### config.mk
export PLATFORM = sky130hd
export DESIGN_NAME = forward_scoreboard_flat
export DESIGN_NICKNAME = d
export VERILOG_FILES = /design/src/rtl/mips_core_pkg.sv /design/src/rtl/forward_scoreboard_if.sv /design/src/rtl/forward_select.sv /design/src/rtl/forward_scoreboard.sv /design/src/flat_wrapper.sv
export SDC_FILE = /design/constraint.sdc
export NUM_CORES = 2
export LEC_CHECK = 0
export CELL_PAD_IN_SITES_DETAIL_PLACEMENT = 2
export CELL_PAD_IN_SITES_GLOBAL_PLACEMENT = 2
export CORE_MARGIN = 2
export CORE_UTILIZATION = 43
export DETAILED_ROUTE_END_ITERATION = 10
export PLACE_DENSITY_LB_ADDON = 0.1
export REMOVE_ABC_BUFFERS = 1
export SYNTH_ARGS = -nofsm -noshare
export SYNTH_HDL_FRONTEND = slang
export SYNTH_SLANG_ARGS = --single-unit
export TNS_END_PERCENT = 5
### constraint.sdc
create_clock -name clk -period 76.4 [get_ports clk]
set_clock_uncertainty 0.15 [all_clocks]
set_input_delay 15.28 -clock clk [delete_from_list [all_inputs] [get_ports clk]]
set_output_delay 15.28 -clock clk [all_outputs]
set_load 0.02 [all_outputs]
### src/rtl/mips_core_pkg.sv
`default_nettype none
// ============================================================================
//  Module   : mips_core_pkg
//  Brief    : Shared types for the operand forwarding / scoreboard slice.
//  Revision : 1.0 - initial release
// ============================================================================
package mips_core_pkg;

    typedef logic [4:0] MipsReg;

    localparam int NUM_REGS    = 32;
    localparam int LAT_WIDTH   = 3;
    localparam int OWNER_WIDTH = 32;

    // Owner is stored at full width; narrower instruction ids are zero-extended.
    typedef struct packed {
        logic                   busy;
        logic [LAT_WIDTH-1:0]   count;
        logic [OWNER_WIDTH-1:0] owner;
    } sb_entry_t;

    function automatic logic [LAT_WIDTH-1:0] lat_dec(input logic [LAT_WIDTH-1:0] cnt);
        return (cnt == '0) ? '0 : cnt - LAT_WIDTH'(1);
    endfunction

endpackage
`default_nettype wire

### src/rtl/forward_scoreboard_if.sv
`default_nettype none
// ============================================================================
//  Module   : forward_scoreboard_if
//  Brief    : Issue handshake and writer-retirement bundle for the scoreboard.
//  Revision : 1.0 - initial release
// ============================================================================
interface forward_scoreboard_if
    import mips_core_pkg::*;
#(
    parameter int ID_WIDTH = 20
);
    logic                issue_valid;
    logic                issue_ready;
    logic                issue_uses_rw;
    logic                issue_is_load;
    MipsReg              issue_rw_addr;
    logic [ID_WIDTH-1:0] issue_id;

    logic                wb_valid;
    MipsReg              wb_rw_addr;
    logic [ID_WIDTH-1:0] wb_id;

    modport master (
        output issue_valid, issue_uses_rw, issue_is_load, issue_rw_addr, issue_id,
        output wb_valid, wb_rw_addr, wb_id,
        input  issue_ready
    );

    modport slave (
        input  issue_valid, issue_uses_rw, issue_is_load, issue_rw_addr, issue_id,
        input  wb_valid, wb_rw_addr, wb_id,
        output issue_ready
    );
endinterface
`default_nettype wire

### src/rtl/forward_select.sv
`default_nettype none
// ============================================================================
//  Module   : forward_select
//  Brief    : Per-read-port bypass mux; youngest matching stage wins.
//  Revision : 1.0 - initial release
// ============================================================================
module forward_select
    import mips_core_pkg::*;
#(
    parameter int NUM_STAGES = 3
)(
    input  MipsReg                         i_rd_addr,
    input  logic [31:0]                    i_rf_data,
    input  logic [NUM_STAGES-1:0]          i_st_valid,
    input  logic [NUM_STAGES-1:0]          i_st_uses_rw,
    input  MipsReg [NUM_STAGES-1:0]        i_st_rw_addr,
    input  logic [NUM_STAGES-1:0][31:0]    i_st_data,
    output logic [31:0]                    o_fwd_data
);
    // Scan oldest to youngest so the lowest-index match overwrites last.
    always_comb begin
        o_fwd_data = i_rf_data;
        for (int s = NUM_STAGES - 1; s >= 0; s--) begin
            if (i_st_valid[s] && i_st_uses_rw[s] && (i_st_rw_addr[s] == i_rd_addr)) begin
                o_fwd_data = i_st_data[s];
            end
        end
        if (i_rd_addr == '0) begin
            o_fwd_data = '0;
        end
    end
endmodule
`default_nettype wire

### src/rtl/forward_scoreboard.sv
`default_nettype none
// ============================================================================
//  Module   : forward_scoreboard
//  Brief    : Register scoreboard with latency countdown, hazard/stall
//             generation and per-port operand forwarding.
//  Revision : 1.0 - initial release
// ============================================================================
module forward_scoreboard
    import mips_core_pkg::*;
#(
    parameter int NUM_READ   = 2,
    parameter int NUM_STAGES = 3,
    parameter int ALU_LAT    = 0,
    parameter int LOAD_LAT   = 1,
    parameter int ID_WIDTH   = 20
)(
    input  logic                          clk,
    input  logic                          rst,
    forward_scoreboard_if.slave           bus,
    input  logic [NUM_READ-1:0]           rd_uses,
    input  MipsReg [NUM_READ-1:0]         rd_addr,
    input  logic [NUM_READ-1:0][31:0]     rf_data,
    output logic [NUM_READ-1:0][31:0]     fwd_data,
    input  logic [NUM_STAGES-1:0]         st_valid,
    input  logic [NUM_STAGES-1:0]         st_uses_rw,
    input  MipsReg [NUM_STAGES-1:0]       st_rw_addr,
    input  logic [NUM_STAGES-1:0][31:0]   st_data,
    input  logic                          flush,
    output logic [NUM_READ-1:0]           hazard,
    output logic                          stall,
    output logic [31:0]                   stall_cycles
);
    localparam logic [LAT_WIDTH-1:0] c_alu_cnt  = LAT_WIDTH'(ALU_LAT);
    localparam logic [LAT_WIDTH-1:0] c_load_cnt = LAT_WIDTH'(LOAD_LAT);

    sb_entry_t              r_sb      [NUM_REGS];
    sb_entry_t              w_sb_next [NUM_REGS];
    logic [31:0]            r_stall_cycles;
    logic                   w_fire;
    logic                   w_issue_writes;
    logic [LAT_WIDTH-1:0]   w_issue_cnt;
    logic [OWNER_WIDTH-1:0] w_issue_owner;
    logic [OWNER_WIDTH-1:0] w_wb_owner;

    assign w_fire         = bus.issue_valid & bus.issue_ready & ~flush;
    assign w_issue_writes = w_fire & bus.issue_uses_rw & (bus.issue_rw_addr != '0);
    assign w_issue_cnt    = bus.issue_is_load ? c_load_cnt : c_alu_cnt;
    assign w_issue_owner  = OWNER_WIDTH'(bus.issue_id);
    assign w_wb_owner     = OWNER_WIDTH'(bus.wb_id);

    // Retirement is applied before issue so a same-cycle reissue keeps the entry.
    always_comb begin
        for (int e = 0; e < NUM_REGS; e++) begin
            w_sb_next[e] = r_sb[e];
            if (r_sb[e].busy) begin
                w_sb_next[e].count = lat_dec(r_sb[e].count);
            end
            if (bus.wb_valid && (bus.wb_rw_addr == MipsReg'(e)) &&
                (r_sb[e].owner == w_wb_owner)) begin
                w_sb_next[e].busy = 1'b0;
            end
            if (w_issue_writes && (bus.issue_rw_addr == MipsReg'(e))) begin
                w_sb_next[e].busy  = 1'b1;
                w_sb_next[e].count = w_issue_cnt;
                w_sb_next[e].owner = w_issue_owner;
            end
        end
    end

    always_ff @(posedge clk or posedge rst) begin
        if (rst) begin
            for (int e = 0; e < NUM_REGS; e++) begin
                r_sb[e] <= '0;
            end
            r_stall_cycles <= '0;
        end else begin
            for (int e = 0; e < NUM_REGS; e++) begin
                r_sb[e] <= w_sb_next[e];
            end
            if (stall && (r_stall_cycles != '1)) begin
                r_stall_cycles <= r_stall_cycles + 32'd1;
            end
        end
    end

    always_comb begin
        hazard = '0;
        for (int i = 0; i < NUM_READ; i++) begin
            hazard[i] = rd_uses[i] && (rd_addr[i] != '0) &&
                        r_sb[rd_addr[i]].busy && (r_sb[rd_addr[i]].count != '0);
        end
    end

    assign stall           = |hazard;
    assign bus.issue_ready = ~stall;
    assign stall_cycles    = r_stall_cycles;

    generate
        for (genvar p = 0; p < NUM_READ; p++) begin : g_fwd
            forward_select #(
                .NUM_STAGES (NUM_STAGES)
            ) u_forward_select (
                .i_rd_addr    (rd_addr[p]),
                .i_rf_data    (rf_data[p]),
                .i_st_valid   (st_valid),
                .i_st_uses_rw (st_uses_rw),
                .i_st_rw_addr (st_rw_addr),
                .i_st_data    (st_data),
                .o_fwd_data   (fwd_data[p])
            );
        end
    endgenerate

endmodule
`default_nettype wire

### src/flat_wrapper.sv
// flat-port wrapper written by rule: the top's interface ports become plain ports
module forward_scoreboard_flat import mips_core_pkg::*;
#(
    parameter int NUM_READ   = 2,
    parameter int NUM_STAGES = 3,
    parameter int ALU_LAT    = 0,
    parameter int LOAD_LAT   = 1,
    parameter int ID_WIDTH   = 20
)
  (clk, rst, rd_uses, rd_addr, rf_data, fwd_data, st_valid, st_uses_rw, st_rw_addr, st_data, flush, hazard, stall, stall_cycles, bus_issue_valid, bus_issue_uses_rw, bus_issue_is_load, bus_issue_rw_addr, bus_issue_id, bus_wb_valid, bus_wb_rw_addr, bus_wb_id, bus_issue_ready);
  forward_scoreboard_if #(.ID_WIDTH(ID_WIDTH)) bus_i ();
  input  logic clk;
  input  logic rst;
  input  logic [NUM_READ-1:0] rd_uses;
  input  MipsReg [NUM_READ-1:0] rd_addr;
  input  logic [NUM_READ-1:0][31:0] rf_data;
  output logic [NUM_READ-1:0][31:0] fwd_data;
  input  logic [NUM_STAGES-1:0] st_valid;
  input  logic [NUM_STAGES-1:0] st_uses_rw;
  input  MipsReg [NUM_STAGES-1:0] st_rw_addr;
  input  logic [NUM_STAGES-1:0][31:0] st_data;
  input  logic flush;
  output logic [NUM_READ-1:0] hazard;
  output logic stall;
  output logic [31:0] stall_cycles;
  input wire logic [$bits(bus_i.issue_valid)-1:0] bus_issue_valid;
  input wire logic [$bits(bus_i.issue_uses_rw)-1:0] bus_issue_uses_rw;
  input wire logic [$bits(bus_i.issue_is_load)-1:0] bus_issue_is_load;
  input wire logic [$bits(bus_i.issue_rw_addr)-1:0] bus_issue_rw_addr;
  input wire logic [$bits(bus_i.issue_id)-1:0] bus_issue_id;
  input wire logic [$bits(bus_i.wb_valid)-1:0] bus_wb_valid;
  input wire logic [$bits(bus_i.wb_rw_addr)-1:0] bus_wb_rw_addr;
  input wire logic [$bits(bus_i.wb_id)-1:0] bus_wb_id;
  output wire logic [$bits(bus_i.issue_ready)-1:0] bus_issue_ready;
  assign bus_i.issue_valid = bus_issue_valid;
  assign bus_i.issue_uses_rw = bus_issue_uses_rw;
  assign bus_i.issue_is_load = bus_issue_is_load;
  assign bus_i.issue_rw_addr = bus_issue_rw_addr;
  assign bus_i.issue_id = bus_issue_id;
  assign bus_i.wb_valid = bus_wb_valid;
  assign bus_i.wb_rw_addr = bus_wb_rw_addr;
  assign bus_i.wb_id = bus_wb_id;
  assign bus_issue_ready = bus_i.issue_ready;
  forward_scoreboard #(.NUM_READ(NUM_READ), .NUM_STAGES(NUM_STAGES), .ALU_LAT(ALU_LAT), .LOAD_LAT(LOAD_LAT), .ID_WIDTH(ID_WIDTH)) u_core (.clk(clk), .rst(rst), .bus(bus_i), .rd_uses(rd_uses), .rd_addr(rd_addr), .rf_data(rf_data), .fwd_data(fwd_data), .st_valid(st_valid), .st_uses_rw(st_uses_rw), .st_rw_addr(st_rw_addr), .st_data(st_data), .flush(flush), .hazard(hazard), .stall(stall), .stall_cycles(stall_cycles));
endmodule
## Word level (Yosys, flattened, before mapping)

Cells that the tools add are included.

- $add $sub $neg: 33
- Magnitude comparators: 2
- Eq/ne operators: 101
- Multiplexer cells: 143
- Bitwise operators: 8
- Reductions and logical operators: 218

Operators by type and width:

| cell | count |
|---|---|
| 36-bit two-way mux | 36 |
| 20-bit equality test | 32 |
| 36-bit binary-select mux with 5-bit select | 2 |
| 32-bit two-way mux | 8 |
| 3-bit two-way mux | 64 |
| 5-bit equality test (second input constant) | 32 |
| 2-bit nonzero test | 64 |
| 1-bit logical AND | 112 |
| 3-bit logical NOT | 32 |
| 3-bit by 1-bit subtractor with 3-bit output (second input constant) | 32 |
| 5-bit by 4-bit equality test with 1-bit output (second input constant) | 16 |
| 5-bit by 3-bit equality test with 1-bit output (second input constant) | 8 |
| 1-bit two-way mux | 33 |
| 32-bit by 1-bit adder with 32-bit output (second input constant) | 1 |
| 32-bit != test (second input constant) | 1 |
| 5-bit equality test | 6 |
| 5-bit by 2-bit equality test with 1-bit output (second input constant) | 4 |
| 5-bit logical NOT | 4 |
| 5-bit nonzero test | 3 |
| 6-bit greater-or-equal comparator (second input constant) | 2 |
| 5-bit NOT with 6-bit output | 2 |
| 5-bit by 1-bit equality test with 1-bit output (second input constant) | 2 |
| 3-bit nonzero test | 2 |
| 1-bit bitwise AND | 4 |
| other kinds (2) | 3 |

- Register bits after elaboration: 800
- Output and inout bits: 100

## Longest topological paths before layout

- Depth after elaboration: 14
- Gate-level depth with buffers: 14
- Mapped depth without buffers: 10

## By module

Synthesis repeated with hierarchy kept, for this count alone.

- Cells, all modules: 3902
- Area total of the unflattened synthesis: 44353.8 µm²

Modules (own cells, without submodules):

| module | instances | cells an instance | area each (µm²) | seq. area each (µm²) |
|---|---|---|---|---|
| forward_scoreboard | 1 | 3408 | 41298.4 | 20019.2 |
| forward_select | 2 | 247 | 1527.7 | 0.0 |

## Worst setup path before layout

Ideal clock, no wire load.

- Kind: input to output
- From: in rd_addr[2] (netlist bit)
- To: out fwd_data[10] (netlist bit)
- Arrival time: 17498 ps
- Required time: 60970 ps
- Setup slack: 43472 ps
- Stages: 11
- Buffers on the path: 4
- Cells stage by stage: buf_2 buf_2 buf_2 xor2_1 nor4_1 nand4_1 buf_1 mux2i_1 a211oi_1 a21oi_1 nor2_1

RTL lines:

| what | RTL line | RTL |
|---|---|---|
| start, declared | flat_wrapper.sv:15 | `input MipsReg [NUM_READ-1:0] rd_addr;` |
| end, declared | flat_wrapper.sv:17 | `output logic [NUM_READ-1:0][31:0] fwd_data;` |

## Worst setup path in the final report

- From: in rd_addr[6] (netlist bit)
- To: out stall

- Longest elaborated chain between the ends: 7
- Elaborated cells on any way between the ends: 10
- Those cells by class: mux: 3; bitwise: 1; reduce/logical: 6

RTL lines:

| what | RTL line | RTL |
|---|---|---|
| 5-bit NOT with 6-bit output (implied by the code) | forward_scoreboard.sv:90 | `r_sb[rd_addr[i]].busy && (r_sb[rd_addr[i]].count != '0);` |
| 36-bit binary-select mux with 5-bit select | forward_scoreboard.sv:90 |  |
| 36-bit two-way mux (implied by the code) (2 in series) | forward_scoreboard.sv:90 |  |
| 3-bit nonzero test or 1-bit logical AND (tied branches) | forward_scoreboard.sv:90, forward_scoreboard.sv:89 |  |
| 1-bit logical AND (*) | forward_scoreboard.sv:90 |  |
| 2-bit OR reduction (*) | forward_scoreboard.sv:94 | `assign stall = \|hazard;` |
| end, declared | flat_wrapper.sv:24 | `output logic stall;` |

Every way passes the cells marked *; elsewhere a longest branch is shown, timed or not. The select of a mux whose other input is x is not followed.

==> results.md <==
* Portion of the clock cycle consumed by the worst path in the final layout at 45.1%
* Setup Crit Path Kind: in2out
* DIE AREA at 104,000 um2
* Register area share after synthesis at 46.0%
* Signed area change from the synthesized netlist to the final layout at 17.6%
* Worst path arrival time at 19.05 ns
* First-pass GRT wire length at 244,000 um
* Origin of the worst setup path: rd_addr[6]
* CTS hold repair buffers at 0
* Clk pin slew, worst setup/hold paths at 0.06 ns
* Number of setup buffers added after CTS at 0
* Number of nets at the end of the flow at 4,323
* Total Power Consumption at 0.00122 W
* Total global routing overflow at 0
* Via count normalized by instance count at 5.92
* Worst Max-Slew Pin Slew at 1.28 ns
* Cell variety after synth at 61
* Status: complete, no violations
* CP Data Required Time at 60.97 ns
* Clock sink count at 800
* Final wirelength at 167,000 um
* Total power divided by cell area at 23.9 nW/um2
* Period minus WS final at 34.48 ns
* Area of the core at 100,000 um2
* Most used flip-flop cell after synthesis: dfrtp_1
* Setup-violating endpoint count in the final report at 0
* H-Tree Depth at 3
* List of most frequent post-synthesis cells: dfrtp_1, mux2_2, xnor2_1, xor2_1, nor2_1
* Max Buffers Root-to-Sink at 3
* Critical Path Sink Type: output port
* DRC violations left at 0
* Total number of vias at 31,900
* Final number of max-transition violations at 0
* Cell accounting for the most synthesized area: dfrtp_1
* Vias in the first global route at 35,300
* Worst slew slack as a fraction of its limit at 14.1%
* Die Span Y at 322 um
* Highest Clock Rate at 29.0 MHz
* Number of synthesized register bits at 800
* Worst flop-to-flop path startpoint: u_core.r_sb[104]$_DFFE_PP0P_
* Class of the tightest hold or removal check: reg2reg
* Leading cell type by number of instances after synthesis: dfrtp_1
* Clock Root Buffer: clkbuf_16
* Cell leakage power at 23.8 nW
* Cells taking the most area after synthesis: dfrtp_1, mux2_2, xnor2_1
* Unrepaired setup endpoints after global routing: no
* Initial antenna violation count at 15
* Top-level port count at 350
* DR pass1 iterations at 5
* Half-perimeter wire length after placement at 99,800 um
* Final RePlAce weighted congestion at 0.806
* Fraction of final layout cells sized beyond drive strength 1 at 24.7%
* Initial detailed-routing violation count at 2,102
* TritonCTS clock tree: yes
* EDFF count, synth at 0
* Crit path max fanout at 20
* Average size of a mapped cell at 11.6 um2
* # port buffers at 349
* Insertion delay of the later-clocked pin in the worst-skew pair at 0.68 ns
* Total global routing track utilization at 32.2%
* Element type at the critical path start: input port
* Total of cells resized after clock tree synthesis at 0
* Asr flop ratio synth at 100%
* Floorplan die width at 322 um
* Rows at 116
* Clock buffer count from CTS at 94
* Total of warnings raised by yosys at 0
* Initial Util at 43.4%
* Setup total negative slack at 0 ns
* Pin count of the biggest net entering global routing at 172
* Hold wc startpoint: u_core.r_sb[1134]$_DFFE_PP0P_
* VDD IR max at 0.0180 mV
* Fraction of synthesized cell area taken by the top area cell type at 46.0%
* Mapped Cells at 3,762
* Routed length per instance at 31.0 um
* Number of antenna-violating nets in the routed design at 0
* Max-cap violations at 0
* Number of hold violations in the final report at 0
* Post-synth design cell area at 43,500 um2
-- placed cells by master, fill, tap and decap left out, drive strengths merged, types with 75 or more instances in the layout --
cell type / synthesis / routed
nor2: 207 / 207
nor4: 112 / 112
a21oi: 92 / 92
buf: 121 / 140
xor2: 306 / 306
nand4: 135 / 135
clkdlybuf4s50: 0 / 308
inv: 85 / 87
clkbuf: 177 / 146
mux2i: 100 / 100
dfrtp: 800 / 800
a211oi: 75 / 75
xnor2: 395 / 395
mux2: 662 / 662
-- registers in the layout, summed over array words and instances, names as in the netlist --
| name | cells |
|---|---|
| u_core.stall_cycles | 32 |
| u_core.r_sb | 768 |
-- through the flow --
step           hold slack (ns)  utilization (%)  instances  setup slack, ns  cell area, um2
2_1_floorplan            0.222                -       3464            38.50           42200
4_1_cts                  0.249             51.1       5382            41.92           51100
3_3_place_gp             0.233             47.8       5210            41.88           47900
5_1_grt                  0.261             51.1       5385            41.73           51200
6_report                 0.245             51.1       5388            41.92           51200
3_5_place_dp             0.236             47.8       5210            41.94           47900
-- power breakdown --
group          total [W]  internal, W  leakage [nW]  switching [W]
combinational   0.000233     0.000103          11.3       0.000129
sequential      0.000515     0.000469          10.9      0.0000456
clock           0.000476     0.000286          1.60       0.000190
total            0.00122     0.000859          23.8       0.000364
-- kinds of logic (layout without fill, tap and decap cells) --
kind of cell	Yosys count	count (layout)	share of synthesized area [%]
DFF	800	800	46.0
muxes	777	777	20.2
and+or+nand+nor	741	741	9.63
xor gates and xnor gates	701	701	14.1
buffers and inverters	385	707	3.81
AOI/OAI and AO/OA	293	293	4.33
adders and majority gates	65	65	1.87
other	0	6	0
-- layer usage --
layer	track usage (%)	up-vias	wire length (um)
met4	11.0	8	5760
met2	54.3	864	81600
met5	0	-	51
met1	41.8	17100	71100
li1	-	13600	-
met3	5.69	335	8650
-- path summary, 6_finish.rpt --
kind                                                      end  slack (ns)  depth (start not counted)
worst max-delay path                                    stall       41.92                         10
worst min-delay path            u_core.r_sb[1134]$_DFFE_PP0P_        0.24                          0
worst max register to register   u_core.r_sb[579]$_DFFE_PP0P_       72.53                          9
worst min register to register  u_core.r_sb[1134]$_DFFE_PP0P_        0.24                          0
max in group asynchronous        u_core.r_sb[572]$_DFFE_PP0P_       57.91                          5
min in group asynchronous       u_core.r_sb[1025]$_DFFE_PP0P_       15.00                          2
-- layout make-up --
cell class | instances | area (um2)
sequential | 800 | 20000
tap | 1298 | 1620
antenna | 6 | 15.0
inverter | 87 | 337
clock buffer | 146 | 2850
timing repair buffer | 448 | 4040
fill | 9739 | 49000
clock inverter | 26 | 398
multi-input combinational | 2577 | 21900
-- critical path, cell delays in order --
cell             delay (ns)
clkdlybuf4s50_1        0.46
buf_4                  0.28
clkinv_1               0.36
a221oi_1               0.36
a21oi_1                0.07
a2111oi_0              0.70
o211ai_2               0.25
and2_4                 0.21
inv_4                  0.31
clkdlybuf4s50_1        0.75
Note: power is estimated with default switching activity, not from simulation.
